$ cat src/rtl/matmul_pkg.sv
// Shared sizing, state type and helpers for the matmul sequencer.
// Optional feature macro: MATMUL_BIAS_EN (adds the BIAS preload state).
package matmul_pkg;
   localparam int DATA_WIDTH  = 16;
   localparam int BUS_WIDTH   = 32;
   localparam int MAX_DIM     = BUS_WIDTH / DATA_WIDTH;
   localparam int SP_NTARGETS = 4;
   localparam int DIM_W       = $clog2(MAX_DIM) + 1;
   localparam int SPA_W       = $clog2(SP_NTARGETS * MAX_DIM);
   localparam int CALC_CNT_W  = $clog2(3 * MAX_DIM);

`ifdef MATMUL_BIAS_EN
   typedef enum logic [2:0] {IDLE, LOAD, BIAS, CALC, WRITE, DONE} ctrl_state_e;
`else
   typedef enum logic [2:0] {IDLE, LOAD, CALC, WRITE, DONE} ctrl_state_e;
`endif

   function automatic logic dim_ok(input int d, input int max_dim);
      return (d >= 1) && (d <= max_dim);
   endfunction
endpackage

$ cat src/rtl/matmul_sp_port.sv
// Scratchpad row port shared by the bias-read and result-write phases.
// Optional feature macro: MATMUL_BIAS_EN (enables the accumulator-load strobe).
module matmul_sp_port #(
   parameter int MAX_DIM     = matmul_pkg::MAX_DIM,
   parameter int SP_NTARGETS = matmul_pkg::SP_NTARGETS,
   localparam int DIM_W      = $clog2(MAX_DIM) + 1,
   localparam int ROW_W      = DIM_W - 1,
   localparam int TGT_W      = $clog2(SP_NTARGETS),
   localparam int SPA_W      = $clog2(SP_NTARGETS * MAX_DIM)
) (
   input  logic             clk,
   input  logic             rst_n,
   input  logic             rd_phase,
   input  logic             wr_phase,
   input  logic [DIM_W-1:0] n_dim,
   input  logic [TGT_W-1:0] target,
   input  logic             gnt,
   output logic             req,
   output logic             we,
   output logic [SPA_W-1:0] addr,
   output logic             last_gnt,
   output logic             acc_ld,
   output logic [ROW_W-1:0] acc_row
);
   import matmul_pkg::*;

   logic [ROW_W-1:0] row_q;
   logic             active;
   logic             granted;

   assign active   = rd_phase | wr_phase;
   assign granted  = active & gnt;
   assign last_gnt = granted && ({1'b0, row_q} == (n_dim - DIM_W'(1)));
   assign req      = active;
   assign we       = wr_phase;
   assign addr     = SPA_W'(target) * SPA_W'(MAX_DIM) + SPA_W'(row_q);

   // Row only moves on a grant, which keeps req/we/addr frozen through a stall.
   always_ff @(posedge clk or negedge rst_n) begin
      if (!rst_n) begin
         row_q <= '0;
      end else if (!active || last_gnt) begin
         row_q <= '0;
      end else if (granted) begin
         row_q <= row_q + ROW_W'(1);
      end
   end

`ifdef MATMUL_BIAS_EN
   // Read data arrives one cycle after the grant, so the load strobe is delayed to match.
   always_ff @(posedge clk or negedge rst_n) begin
      if (!rst_n) begin
         acc_ld  <= 1'b0;
         acc_row <= '0;
      end else begin
         acc_ld  <= rd_phase & gnt;
         acc_row <= (rd_phase & gnt) ? row_q : '0;
      end
   end
`else
   assign acc_ld  = 1'b0;
   assign acc_row = '0;
`endif
endmodule

$ cat src/rtl/matmul_ctrl.sv
// Sequencer FSM for the matmul engine: load, optional bias preload, compute, write-back.
// Optional feature macro: MATMUL_BIAS_EN (BIAS state and accumulator preload).
module matmul_ctrl #(
   parameter int DATA_WIDTH  = matmul_pkg::DATA_WIDTH,
   parameter int BUS_WIDTH   = matmul_pkg::BUS_WIDTH,
   parameter int MAX_DIM     = BUS_WIDTH / DATA_WIDTH,
   parameter int SP_NTARGETS = matmul_pkg::SP_NTARGETS,
   localparam int DIM_W      = $clog2(MAX_DIM) + 1,
   localparam int SPA_W      = $clog2(SP_NTARGETS * MAX_DIM),
   localparam int TGT_W      = $clog2(SP_NTARGETS),
   localparam int CALC_CNT_W = $clog2(3 * MAX_DIM)
) (
   input  logic             clk_i,
   input  logic             rst_ni,
   input  logic             start_i,
   input  logic [DIM_W-1:0] n_dim_i,
   input  logic [DIM_W-1:0] k_dim_i,
   input  logic [DIM_W-1:0] m_dim_i,
   input  logic [TGT_W-1:0] target_i,
   input  logic             bias_i,
   output logic             load_o,
   output logic             clr_acc_o,
   output logic             calc_en_o,
   output logic             acc_ld_o,
   output logic [DIM_W-2:0] acc_row_o,
   output logic             sp_req_o,
   output logic             sp_we_o,
   output logic [SPA_W-1:0] sp_addr_o,
   input  logic             sp_gnt_i,
   output logic             busy_o,
   output logic             done_o,
   output logic             err_o
);
   import matmul_pkg::*;

   ctrl_state_e           state_q, state_d;
   logic [DIM_W-1:0]      n_q, k_q, m_q;
   logic [TGT_W-1:0]      target_q;
   logic [CALC_CNT_W-1:0] calc_cnt_q;
   logic [CALC_CNT_W-1:0] calc_len;
   logic                  err_q;
   logic                  dims_ok;
   logic                  last_gnt;
   logic                  rd_phase;
   logic                  wr_phase;
`ifdef MATMUL_BIAS_EN
   logic                  bias_q;
`else
   logic                  unused_bias;
   assign unused_bias = bias_i;
`endif

   assign dims_ok  = dim_ok(int'(n_dim_i), MAX_DIM) && dim_ok(int'(k_dim_i), MAX_DIM)
                     && dim_ok(int'(m_dim_i), MAX_DIM);
   assign calc_len = CALC_CNT_W'(k_q) + CALC_CNT_W'(n_q) + CALC_CNT_W'(m_q)
                     - CALC_CNT_W'(2);
   assign err_o    = err_q;

   always_ff @(posedge clk_i or negedge rst_ni) begin
      if (!rst_ni) begin
         state_q <= IDLE;
      end else begin
         state_q <= state_d;
      end
   end

   // Job parameters are captured only on an accepted start; the error flag lives until then.
   always_ff @(posedge clk_i or negedge rst_ni) begin
      if (!rst_ni) begin
         n_q        <= '0;
         k_q        <= '0;
         m_q        <= '0;
         target_q   <= '0;
         err_q      <= 1'b0;
         calc_cnt_q <= '0;
`ifdef MATMUL_BIAS_EN
         bias_q     <= 1'b0;
`endif
      end else begin
         if (state_q == IDLE && start_i) begin
            n_q      <= n_dim_i;
            k_q      <= k_dim_i;
            m_q      <= m_dim_i;
            target_q <= target_i;
            err_q    <= !dims_ok;
`ifdef MATMUL_BIAS_EN
            bias_q   <= bias_i;
`endif
         end
         if (state_q == LOAD) begin
            calc_cnt_q <= calc_len;
         end else if (state_q == CALC && calc_cnt_q != '0) begin
            calc_cnt_q <= calc_cnt_q - CALC_CNT_W'(1);
         end
      end
   end

   always_comb begin
      state_d   = state_q;
      load_o    = 1'b0;
      clr_acc_o = 1'b0;
      calc_en_o = 1'b0;
      rd_phase  = 1'b0;
      wr_phase  = 1'b0;
      busy_o    = 1'b1;
      done_o    = 1'b0;
      case (state_q)
         IDLE: begin
            busy_o = 1'b0;
            if (start_i) begin
               state_d = dims_ok ? LOAD : DONE;
            end
         end
`ifdef MATMUL_BIAS_EN
         LOAD: begin
            load_o    = 1'b1;
            clr_acc_o = !bias_q;
            state_d   = bias_q ? BIAS : CALC;
         end
         BIAS: begin
            rd_phase = 1'b1;
            if (last_gnt) begin
               state_d = CALC;
            end
         end
`else
         LOAD: begin
            load_o    = 1'b1;
            clr_acc_o = 1'b1;
            state_d   = CALC;
         end
`endif
         CALC: begin
            calc_en_o = 1'b1;
            if (calc_cnt_q <= CALC_CNT_W'(1)) begin
               state_d = WRITE;
            end
         end
         WRITE: begin
            wr_phase = 1'b1;
            if (last_gnt) begin
               state_d = DONE;
            end
         end
         DONE: begin
            done_o  = 1'b1;
            state_d = IDLE;
         end
         default: begin
            busy_o  = 1'b0;
            state_d = IDLE;
         end
      endcase
   end

   matmul_sp_port #(
      .MAX_DIM     (MAX_DIM),
      .SP_NTARGETS (SP_NTARGETS)
   ) u_sp_port (
      .clk      (clk_i),
      .rst_n    (rst_ni),
      .rd_phase (rd_phase),
      .wr_phase (wr_phase),
      .n_dim    (n_q),
      .target   (target_q),
      .gnt      (sp_gnt_i),
      .req      (sp_req_o),
      .we       (sp_we_o),
      .addr     (sp_addr_o),
      .last_gnt (last_gnt),
      .acc_ld   (acc_ld_o),
      .acc_row  (acc_row_o)
   );
endmodule

$ cat config.mk
export PLATFORM = sky130hd
export DESIGN_NAME = matmul_ctrl
export DESIGN_NICKNAME = d
export VERILOG_FILES = /design/src/rtl/matmul_pkg.sv /design/src/rtl/matmul_sp_port.sv /design/src/rtl/matmul_ctrl.sv
export SDC_FILE = /design/constraint.sdc
export NUM_CORES = 1
export LEC_CHECK = 0
export BUFFER_PORTS_ARGS = -buffer_cell sky130_fd_sc_hd__buf_2
export CORE_MARGIN = 4
export CORE_UTILIZATION = 58
export CTS_BUF_LIST = sky130_fd_sc_hd__clkbuf_4 sky130_fd_sc_hd__clkbuf_8
export DETAILED_ROUTE_END_ITERATION = 12
export HOLD_SLACK_MARGIN = 0.06
export PLACE_DENSITY = 0.93
export SLEW_MARGIN = 10
export SYNTH_ARGS = -nofsm -noshare
export SYNTH_HDL_FRONTEND = slang
export SYNTH_SLANG_ARGS = --single-unit
$ cat constraint.sdc
create_clock -name clk_i -period 3.6 [get_ports clk_i]
set_input_delay 0.72 -clock clk_i [delete_from_list [all_inputs] [get_ports clk_i]]
set_output_delay 0.72 -clock clk_i [all_outputs]
set_load 0.1 [all_outputs]
# Yosys cells after proc, flatten, opt, wreduce, memory -nomap -nowiden
# Cells that the tools add are included.
[word_totals] ff_bits=16 in_bits=13 output_inout_bits=13 word_cells=62
[classes] add_sub_neg=7 magnitude_cmp=7 n_eq_ne=8 n_mux=14 bitwise=1 reduce_logical=17
[ops] operator="3-bit two-way mux" count=6
[ops] operator="3-bit case mux with 4 select lines" count=1
[ops] operator="1-bit logical AND" count=8
[ops] operator="1-bit two-way mux" count=7
[ops] operator="3-bit by 2-bit equality test with 1-bit output (second input constant)" count=2
[ops] operator="2-bit by 1-bit greater-or-equal comparator with 1-bit output (second input constant)" count=3
[ops] operator="2-bit <= comparator (second input constant)" count=3
[ops] operator="2-bit by 1-bit inequality test with 1-bit output (second input constant)" count=2
[ops] operator="2-bit nonzero test" count=2
[ops] operator="4-bit OR reduction" count=1
[ops] operator="2-bit by 2-bit adder with 3-bit output" count=1
[ops] operator="3-bit by 1-bit adder with 3-bit output" count=1
[ops] operator="3-bit by 2-bit adder with 3-bit output" count=1
[ops] operator="3-bit by 1-bit equality test with 1-bit output (second input constant)" count=1
[ops] operator="3-bit equality test (second input constant)" count=1
[ops] operator="3-bit by 1-bit <= comparator with 1-bit output (second input constant)" count=1
[ops] operator="3-bit logical NOT" count=1
[ops] operator="3-bit AND reduction" count=1
[ops] operator="3-bit nonzero test" count=1
[ops] operator="3-bit by 1-bit subtractor with 3-bit output (second input constant)" count=1
[ops] operator="3-bit by 2-bit subtractor with 3-bit output (second input constant)" count=1
[ops] operator="1-bit by 2-bit equality test with 1-bit output" count=1
[ops] operator="1-bit logical NOT" count=2
[ops] operator="2-bit inequality test (second input constant)" count=1
[ops] operator="other kinds (4)" count=4

# Depth between registers and ports, before layout
# Gate-level depths: netlist of run 1.
[depth] ltp_word=7 mapped_depth=6 ltp_nobuf=6

# Cells and area by module
# From an unflattened synthesis of run 1, not the netlist that was laid out.
[hier_totals] cells_unflattened=101 area_unflattened_um2=1077.3
[modules_own_cells] mod="matmul_ctrl" instances=1 cells_per_inst=85 area_per_inst_um2=940.9 seq_area_each_um2=375.4
[modules_own_cells] mod="matmul_sp_port" instances=1 cells_per_inst=16 area_per_inst_um2=136.4 seq_area_each_um2=25.0

# Worst setup path before layout of run 1
# OpenSTA, ideal clock, no wires.
[synth_timing] kind="register to output" from="register state_q[2]" to="output port sp_we_o" arrival_ns=3.380 required_ns=2.880 path_slack_ns=-0.500 stages_incl_launch_ff=4 n_path_buf=2 cell_sequence="dfrtp_1 > buf_4 > nor3b_1 > buf_4"
[synth_between] elab_chain_len=2
[synth_rtl] element="start, declared" line_no="matmul_ctrl.sv:36" text="ctrl_state_e state_q, state_d;"
[synth_rtl] element="start signal, assigned" line_no="matmul_ctrl.sv:63" text="state_q <= state_d;"
[synth_rtl] element="3-bit by 2-bit equality test with 1-bit output" line_no="matmul_ctrl.sv:107" text="case (state_q)"
[synth_rtl] element="1-bit two-way mux" line_no="matmul_ctrl.sv:107"
[synth_rtl] element="end, declared" line_no="matmul_ctrl.sv:27" text="output logic sp_we_o,"
# Every way passes these cells.

# Worst setup path after layout of run 1
[layout_timing] from="register state_q[0]" to="output port load_o"
[layout_between] elab_chain_len=2
[layout_rtl] element="3-bit by 1-bit equality test with 1-bit output" line_no="matmul_ctrl.sv:107"
[layout_rtl] element="1-bit two-way mux" line_no="matmul_ctrl.sv:107"
[layout_rtl] element="end, declared" line_no="matmul_ctrl.sv:21" text="output logic load_o,"
# Every way passes these cells.

==> results of run 1 <==
==> per-layer routing <==
layer,vias to the layer above,wire (µm),global-route usage
li1,338,-,-
met1,333,784,0.189
met2,20,930,0.306
met3,4,93,0.0482
met4,0,19,0.0507
met5,-,0,0
==> Yosys cell counts (all sizes together), types with 3 or more instances <==
cell type,count,area share
nor3b,3,0.039
dfrtp,16,0.40
buf,9,0.079
nand2,6,0.022
inv,8,0.030
xnor2,5,0.044
ha,4,0.050
mux2,6,0.071
a21oi,4,0.020
o21ai,6,0.034
nor3,3,0.015
mux2i,4,0.040
nor2,4,0.015
==> flip-flops by register name, summed over array words and instances (netlist names) <==
register         count
n_q                  2
target_q             2
u_sp_port.row_q      1
calc_cnt_q           3
m_q                  2
k_q                  2
err_o                1
state_q              3
==> path summary, 6_finish.rpt <==
kind / from / end / slack (ns) / cells after the start
worst min-delay path: rst_ni / state_q[1] / 0.33 / 1
worst max register to register: state_q[0] / m_q[0] / 1.84 / 2
worst min register to register: target_q[1] / target_q[1] / 0.50 / 1
worst max-delay path: state_q[0] / load_o / 1.04 / 2
max in group asynchronous: rst_ni / target_q[0] / 3.00 / 1
min in group clk_i: target_q[1] / target_q[1] / 0.50 / 1
==> worst register-to-register path: cells and delay by family (launching register included) <==
family,cells,cell delay (ns)
mux,1,0.42
flops,1,0.52
simple gates,1,0.71
==> layout make-up <==
class | instances | area (µm²) | share of cell area
multi-input cells | 61 | 503 | 0.457
flip-flops and latches | 16 | 400 | 0.364
repair buffers | 22 | 110 | 0.100
clock buffers | 4 | 36.3 | 0.0330
inverters | 8 | 30.0 | 0.0273
well taps | 16 | 20.0 | 0.0182
==> layout by cell type, fill, tap and decap left out, types with 2 or more instances in the layout <==
cell type   n
conb_1      2
nor2b_1     2
o21ai_0     5
clkbuf_4    3
fa_1        2
dfrtp_1    16
inv_1       8
nor2_1      4
mux2_2      5
mux2i_1     4
nor3b_2     2
buf_2      22
ha_1        4
nand2_1     6
nor3_1      3
a21oi_1     4
o21a_1      2
xnor2_1     5
==> logic make-up (layout without fill, tap and decap cells) <==
family / Yosys count / in the layout
and+or+nand+nor: 23 / 23
buffers and inverters: 17 / 34
DFF: 16 / 16
AOI/OAI and AO/OA: 14 / 14
muxes: 10 / 10
adders and majority gates: 6 / 6
xor gates and xnor gates: 6 / 6
other: 1 / 2
==> stage by stage <==
| step | utilization | setup slack [ns] | cells | instance area [µm²] |
|---|---|---|---|---|
| global route | 0.698 | 0.944 | 127 | 1100 |
| global placement | 0.675 | 1.40 | 123 | 1060 |
| floorplan | - | 0.485 | 94 | 1010 |
| detailed placement | 0.675 | 1.37 | 123 | 1060 |
| finish | 0.698 | 1.04 | 127 | 1100 |
| CTS | 0.698 | 1.05 | 127 | 1100 |
==> flow_metrics.tcl, run 1 <==
set metrics [dict create \
    wl_um 1830 \
    h-tree-depth 1 \
    die-width_um 49.6 \
    layout-drive-gt1-share 0.333 \
    critPathKind "reg2out" \
    cap_violations 0 \
    route.detailed.drc 0 \
    tns_ns 0 \
    clkSinkCount 16 \
    nFillCells 124 \
    critPathMaxStageDelay_ns 0.59 \
    drv_slew 0 \
    rows 14 \
    dp_hpwl_um 1490 \
    syn_inst 93 \
    slew_headroom 0.522 \
    period_needed_ns 2.56 \
    drt-vias-per-instance 5.47 \
    n_antenna_cell 0 \
    synth-simple-area-share 0.155 \
    synth_top_family_by_area "simple AND/OR/NAND/NOR gates" \
    numCtsBuffers 3 \
    end_kind "output port" \
    finalCritPeriodShare 0.712 \
    tightest_slew_ns 0.714 \
    die_y_um 49.6 \
    fmax_ghz 0.390 \
    finalSetupViolCount 0 \
    first_pass_iters 3 \
    synth_area_um2 1000 \
    core_area_um2 1580 \
    grt_max_degree 17 \
    ys.warnings.count 0 \
    synthXorXnorAreaFrac 0.0524 \
    dr.first_iter.drc_count 7 \
    ys_seq_area_frac 0.399 \
    cts_setup_buffers 0 \
    critPathTopFamily "flip-flops" \
    wl_per_cell_um 14.4 \
    antenna_left 0 \
    overflow 0 \
    synth.area.mux_share 0.111 \
    worstPathMaxFanout 10 \
    hold_viol_final 0 \
    grt_pass1_wl_um 3230 \
    synth_area_per_cell_um2 10.8 \
    grt_pass1_vias 761 \
    start_kind "flip-flop" \
    clk_pin_slew_worst_paths_ns 0.09 \
    cp_slowest_cell "dfrtp_1" \
    hold_slack_ns 0.333 \
    rsz0062_at_grt "false" \
    cts_tree "built" \
    initial_core_util 0.637 \
    hold_class "in2async" \
    synth_edf_count 0 \
    cts-hold-fix-buffers 0 \
    cts_buffer_depth 2 \
    fp.dieArea_um2 2460 \
    synth_cell_type_count 30 \
    yosys_most_used_dff "dfrtp_1" \
    clock_latency_ns 0.28 \
    gp_congestion 0.793 \
    crit_arrival_ns 1.84 \
    async_reset_ff_frac 1.00 \
    ys_seq_elements 16 \
    cts_root_buf "clkbuf_4" \
    io_buffers 22 \
    run_status "finished, final reports clean" \
    vias 695 \
    required_ns 2.88 \
    synth_fa_ha_area_frac 0.0898 \
    ctsResizeCount 0 \
    fin_nets 131 \
    critPathBufInv 1 \
    cp_cell_sequence "nor3b_2 -> buf_2" \
    area_growth_pct 9.60 \
    antenna_found_initial 0 \
    ios 26 \
    grt_usage 0.169 \
    synth_compound_area_frac 0.0810 \
    fin_skew_ns 0.00152 \
]
Power of run 1 is not shown: default switching activity piles up to over one toggle a cycle in this logic, so the estimate is an artifact.
==> inputs of run 2 (changes only) <==
- ABC_AREA: default -> 1
- CORE_UTILIZATION: 58 -> 54
- PLACE_DENSITY: 0.93 -> 0.88
- clock period: 3.6 -> 2.5 ns (I/O delays scaled with it)
==> run 2 against run 1 <==
Net effect:
- count of clock-buffer cells in the layout unchanged
- non-clock buffer count did not move
- cell area increased by 4.9%
- critical path depth rose by 3
- largest cell class unchanged
- highest routed layer unchanged
- critical endpoint is now busy_o
==> flow_metrics.tcl, run 2 <==
set metrics [dict create \
    run_status "finished, final reports clean" \
    layout-drive-gt1-share 0.263 \
    drv_slew 0 \
    initial_core_util 0.577 \
    regArea_um2 400 \
    die-width_um 51.2 \
    period_needed_ns 2.27 \
    ios 26 \
    antenna_found_initial 0 \
    clock_latency_ns 0.28 \
    wl_um 1780 \
    grt_max_degree 17 \
    synth_area_um2 1010 \
    yosys.area.top_type_share 0.398 \
    async_reset_ff_frac 1.00 \
    overflow 0 \
    finalSetupViolCount 0 \
    cts-hold-fix-buffers 0 \
    critPathMaxStageDelay_ns 0.40 \
    cts_setup_buffers 0 \
    ctsResizeCount 0 \
    synth.most_common_cell "nand2_1" \
    critPathKind "reg2out" \
    yosys_most_used_dff "dfrtp_1" \
    synth_area_leader_cell "dfrtp_1" \
    nFillCells 165 \
    synth_area_per_cell_um2 7.69 \
    synthTopCellsByCount "nand2_1 (40), inv_1 (19), dfrtp_1 (16)" \
    synth_edf_count 0 \
    antenna_left 0 \
    area_growth_pct 14.5 \
    critPathBufInv 2 \
    multi_input_area_um2 493 \
    hold_class "in2async" \
    cts_buffer_depth 2 \
    rows 15 \
    required_ns 2.00 \
    final_area_um2 1150 \
    cap_violations 0 \
    core_area_um2 1750 \
    crit_arrival_ns 1.77 \
    cp_slowest_cell "or3_2" \
    top_regs "calc_cnt_q x3, state_q x3" \
    tns_ns 0 \
    vias 845 \
    fmax_ghz 0.440 \
    io_buffers 22 \
    ys.warnings.count 0 \
    hold_viol_final 0 \
    fin_skew_ns 0.000739 \
    wl_per_cell_um 10.1 \
    syn_inst 131 \
    fp.dieArea_um2 2620 \
    die_y_um 51.2 \
    ys_seq_area_frac 0.398 \
    synth_cell_type_count 24 \
    first_pass_iters 5 \
    r2r_setup_slack_ns 0.80 \
    gp_congestion 0.794 \
    synth_area_leaders "dfrtp_1 (40%), nand2_1 (15%), inv_1 (7.1%), ha_1 (5.0%), fa_1 (4.0%)" \
    ys_seq_elements 16 \
    cts_root_buf "clkbuf_4" \
    final_cell_mix "nand2_1 (40), buf_2 (22), inv_1 (19)" \
    start_kind "flip-flop" \
    grt_pass1_wl_um 3010 \
    numCtsBuffers 3 \
    worstPathMaxFanout 5 \
    rsz0062_at_grt "false" \
    dr.first_iter.drc_count 13 \
    route.detailed.drc 0 \
    clkSinkCount 16 \
    n_antenna_cell 0 \
    clk_pin_slew_worst_paths_ns 0.09 \
    fin_nets 172 \
    grt_usage 0.153 \
    h-tree-depth 1 \
    end_kind "output port" \
    critPathTopFamily "simple AND/OR/NAND/NOR gates" \
    cp_cell_sequence "inv_1 -> nand3_1 -> nand2_1 -> or3_2 -> buf_2" \
    finalCritPeriodShare 0.910 \
    placed_area_um2 1120 \
    final_common_cell "nand2_1" \
    drt-vias-per-instance 4.77 \
    cts_tree "built" \
    grt_pass1_vias 763 \
    dp_hpwl_um 1500 \
]
## run 2: cell count changes in the layout (fill, tap and decap cells not counted), sizes merged, moves of 2 or more
cell,delta
nand2,+37
nor2,+6
o21ai,+4
nand3,+8
nor2b,-2
xnor2,-4
nor3b,-3
a21oi,-3
inv,+14
mux2,-6
mux2i,-4
## run 2: path summary, 6_finish.rpt
| path | start | to | cells past startpoint |
|---|---|---|---|
| max in group asynchronous | rst_ni | u_sp_port.row_q | 1 |
| worst min register to register | target_q[0] | target_q[0] | 2 |
| worst max-delay path | state_q[2] | busy_o | 5 |
| min in group clk_i | target_i[0] | target_q[0] | 3 |
| worst max register to register | n_q[1] | calc_cnt_q[2] | 7 |
| worst min-delay path | rst_ni | calc_cnt_q[1] | 1 |
## run 2: layout make-up
| cell class | instances | share of cell area |
|---|---|---|
| Tap cell | 25 | 0.0271 |
| Sequential cell | 16 | 0.347 |
| Inverter | 22 | 0.0716 |
| Multi-Input combinational cell | 88 | 0.427 |
| Clock buffer | 4 | 0.0315 |
| Timing Repair Buffer | 22 | 0.0954 |
## run 2: cell families (layout without fill, tap and decap cells)
group | after synthesis | after routing | share of synthesized area
buffers and inverters | 28 | 48 | 0.130
other | 1 | 2 | 0.00372
AND/OR/NAND/NOR | 65 | 65 | 0.280
adder cells (fa/ha/maj) | 6 | 6 | 0.0894
flip-flops | 16 | 16 | 0.398
XOR/XNOR | 3 | 3 | 0.0261
AO/OA/AOI/OAI | 12 | 12 | 0.0733
## run 2: per-stage QoR
stage	setup slack (ns)	hold WS (ns)	instances	utilization
floorplan	0.245	0.204	132	-
global placement	0.548	0.430	173	0.640
detailed placement	0.538	0.441	173	0.640
CTS	0.203	0.116	177	0.661
global route	0.0926	0.115	177	0.661
finish	0.226	0.109	177	0.661
## run 2: routing by layer
metal	part of all wire	global-route usage	up-vias	routed length, µm
li1	-	-	437	-
met1	0.44	0.184	378	789
met2	0.48	0.260	25	856
met3	0.052	0.0175	5	93
met4	0.024	0.0942	0	42
met5	0	0	-	0
Power of run 2 is left out for the same reason.
==> inputs of run 3 (changes only) <==
- ABC_AREA: 1 -> default
- SLEW_MARGIN: 10 -> 0
==> run 3 against run 2 <==
Net effect:
- critical path depth shrank 3
- register-to-register slack worse by 0.05 ns
- utilization shrank 1.6 points
- highest routed layer unchanged
==> flow_metrics.tcl, run 3 (synthesis results as in run 1) <==
set metrics [dict create \
    final_common_cell "buf_2" \
    fmax_ghz 0.442 \
    required_ns 2.00 \
    end_kind "output port" \
    tightest_slew_ns 0.694 \
    cap_violations 0 \
    die-width_um 51.1 \
    cts-hold-fix-buffers 0 \
    hold_viol_final 0 \
    clk_pin_slew_worst_paths_ns 0.10 \
    route.detailed.drc 0 \
    grt_max_degree 17 \
    use_met2 0.268 \
    initial_core_util 0.575 \
    grt_pass1_wl_um 2820 \
    vias 691 \
    dp_hpwl_um 1370 \
    rsz0062_at_grt "false" \
    fin_nets 131 \
    finalSetupViolCount 0 \
    fp.dieArea_um2 2610 \
    wl_um 1670 \
    core_area_um2 1750 \
    io_buffers 22 \
    dr.first_iter.drc_count 5 \
    start_kind "flip-flop" \
    cts_setup_buffers 0 \
    layout-drive-gt1-share 0.342 \
    gp_congestion 0.769 \
    drv_slew 0 \
    antenna_left 0 \
    n_antenna_cell 0 \
    cts_root_buf "clkbuf_4" \
    area_growth_pct 12.1 \
    numCtsBuffers 3 \
    overflow 0 \
    rows 15 \
    run_status "finished, final reports clean" \
    ctsResizeCount 0 \
    ios 26 \
    drt-vias-per-instance 5.08 \
    antenna_found_initial 0 \
    cts_buffer_depth 2 \
    crit_arrival_ns 1.76 \
    worstPathMaxFanout 10 \
    clkSinkCount 16 \
    top_regs "calc_cnt_q x3, state_q x3" \
    grtUsageMet1 0.155 \
    wl_per_cell_um 12.3 \
    tns_ns 0 \
    grt_usage 0.145 \
    fin_skew_ns 0.00896 \
    finalCritPeriodShare 0.904 \
    first_pass_iters 4 \
    die_y_um 51.1 \
    critPathKind "reg2out" \
    hold_class "in2async" \
    grt_pass1_vias 705 \
    h-tree-depth 1 \
    cts_tree "built" \
    use_met3 0.0204 \
    final_cell_mix "buf_2 (22), dfrtp_1 (16), inv_1 (8)" \
    period_needed_ns 2.26 \
    clock_latency_ns 0.29 \
    slew_headroom 0.535 \
    nFillCells 143 \
    busiest_layer "met2" \
]
[run 3: changes by cell type in the layout (fill, tap and decap cells not counted), moves of 3 or more]
cell,change
a21oi_1,+3
inv_1,-11
inv_2,-3
mux2_2,+5
mux2i_1,+4
nand2_1,-34
nand2_2,-3
nand3_1,-8
nor2_4,-3
xnor2_1,+3
[run 3: metrics by stage]
step / hold slack, ns / setup WS [ns] / cells / area [µm²] / utilization
finish: 0.0914 / 0.240 / 136 / 1120 / 0.644
detailed placement: 0.426 / 0.554 / 132 / 1090 / 0.624
CTS: 0.104 / 0.227 / 136 / 1120 / 0.644
floorplan: 0.204 / -0.269 / 94 / 1030 / -
global placement: 0.420 / 0.590 / 132 / 1090 / 0.624
global route: 0.110 / 0.163 / 136 / 1120 / 0.644
[run 3: layer usage]
metal  wire length [µm]  share of wire
met5                  0              0
met4                 40          0.024
met3                 79          0.047
met2                863           0.52
met1                689           0.41
[run 3: critical path, cell delays in order (launching register included)]
cell,delay (ns)
dfrtp_1,0.60
nor3b_4,0.37
buf_2,0.49
[run 3: path summary, 6_finish.rpt]
kind | startpoint | end | slack, ns | cells past startpoint
setup / recovery | state_q[0] | load_o | 0.24 | 2
hold / removal | rst_ni | target_q[1] | 0.09 | 1
setup reg to reg | state_q[0] | k_q[0] | 0.75 | 2
max in group asynchronous | rst_ni | calc_cnt_q[2] | 2.15 | 1
min in group clk_i | target_i[1] | target_q[1] | 0.43 | 2
hold reg to reg | target_q[1] | target_q[1] | 0.52 | 1
[run 3: area by class of cell]
type                       instances  area (µm²)  area share
sequential                        16         400       0.356
multi-input combinational         61         517       0.459
inverter                           8        30.0      0.0267
timing repair buffer              22         110      0.0979
tap                               25        31.3      0.0278
clock buffer                       4        36.3      0.0323
Power of run 3 is left out for the same reason.
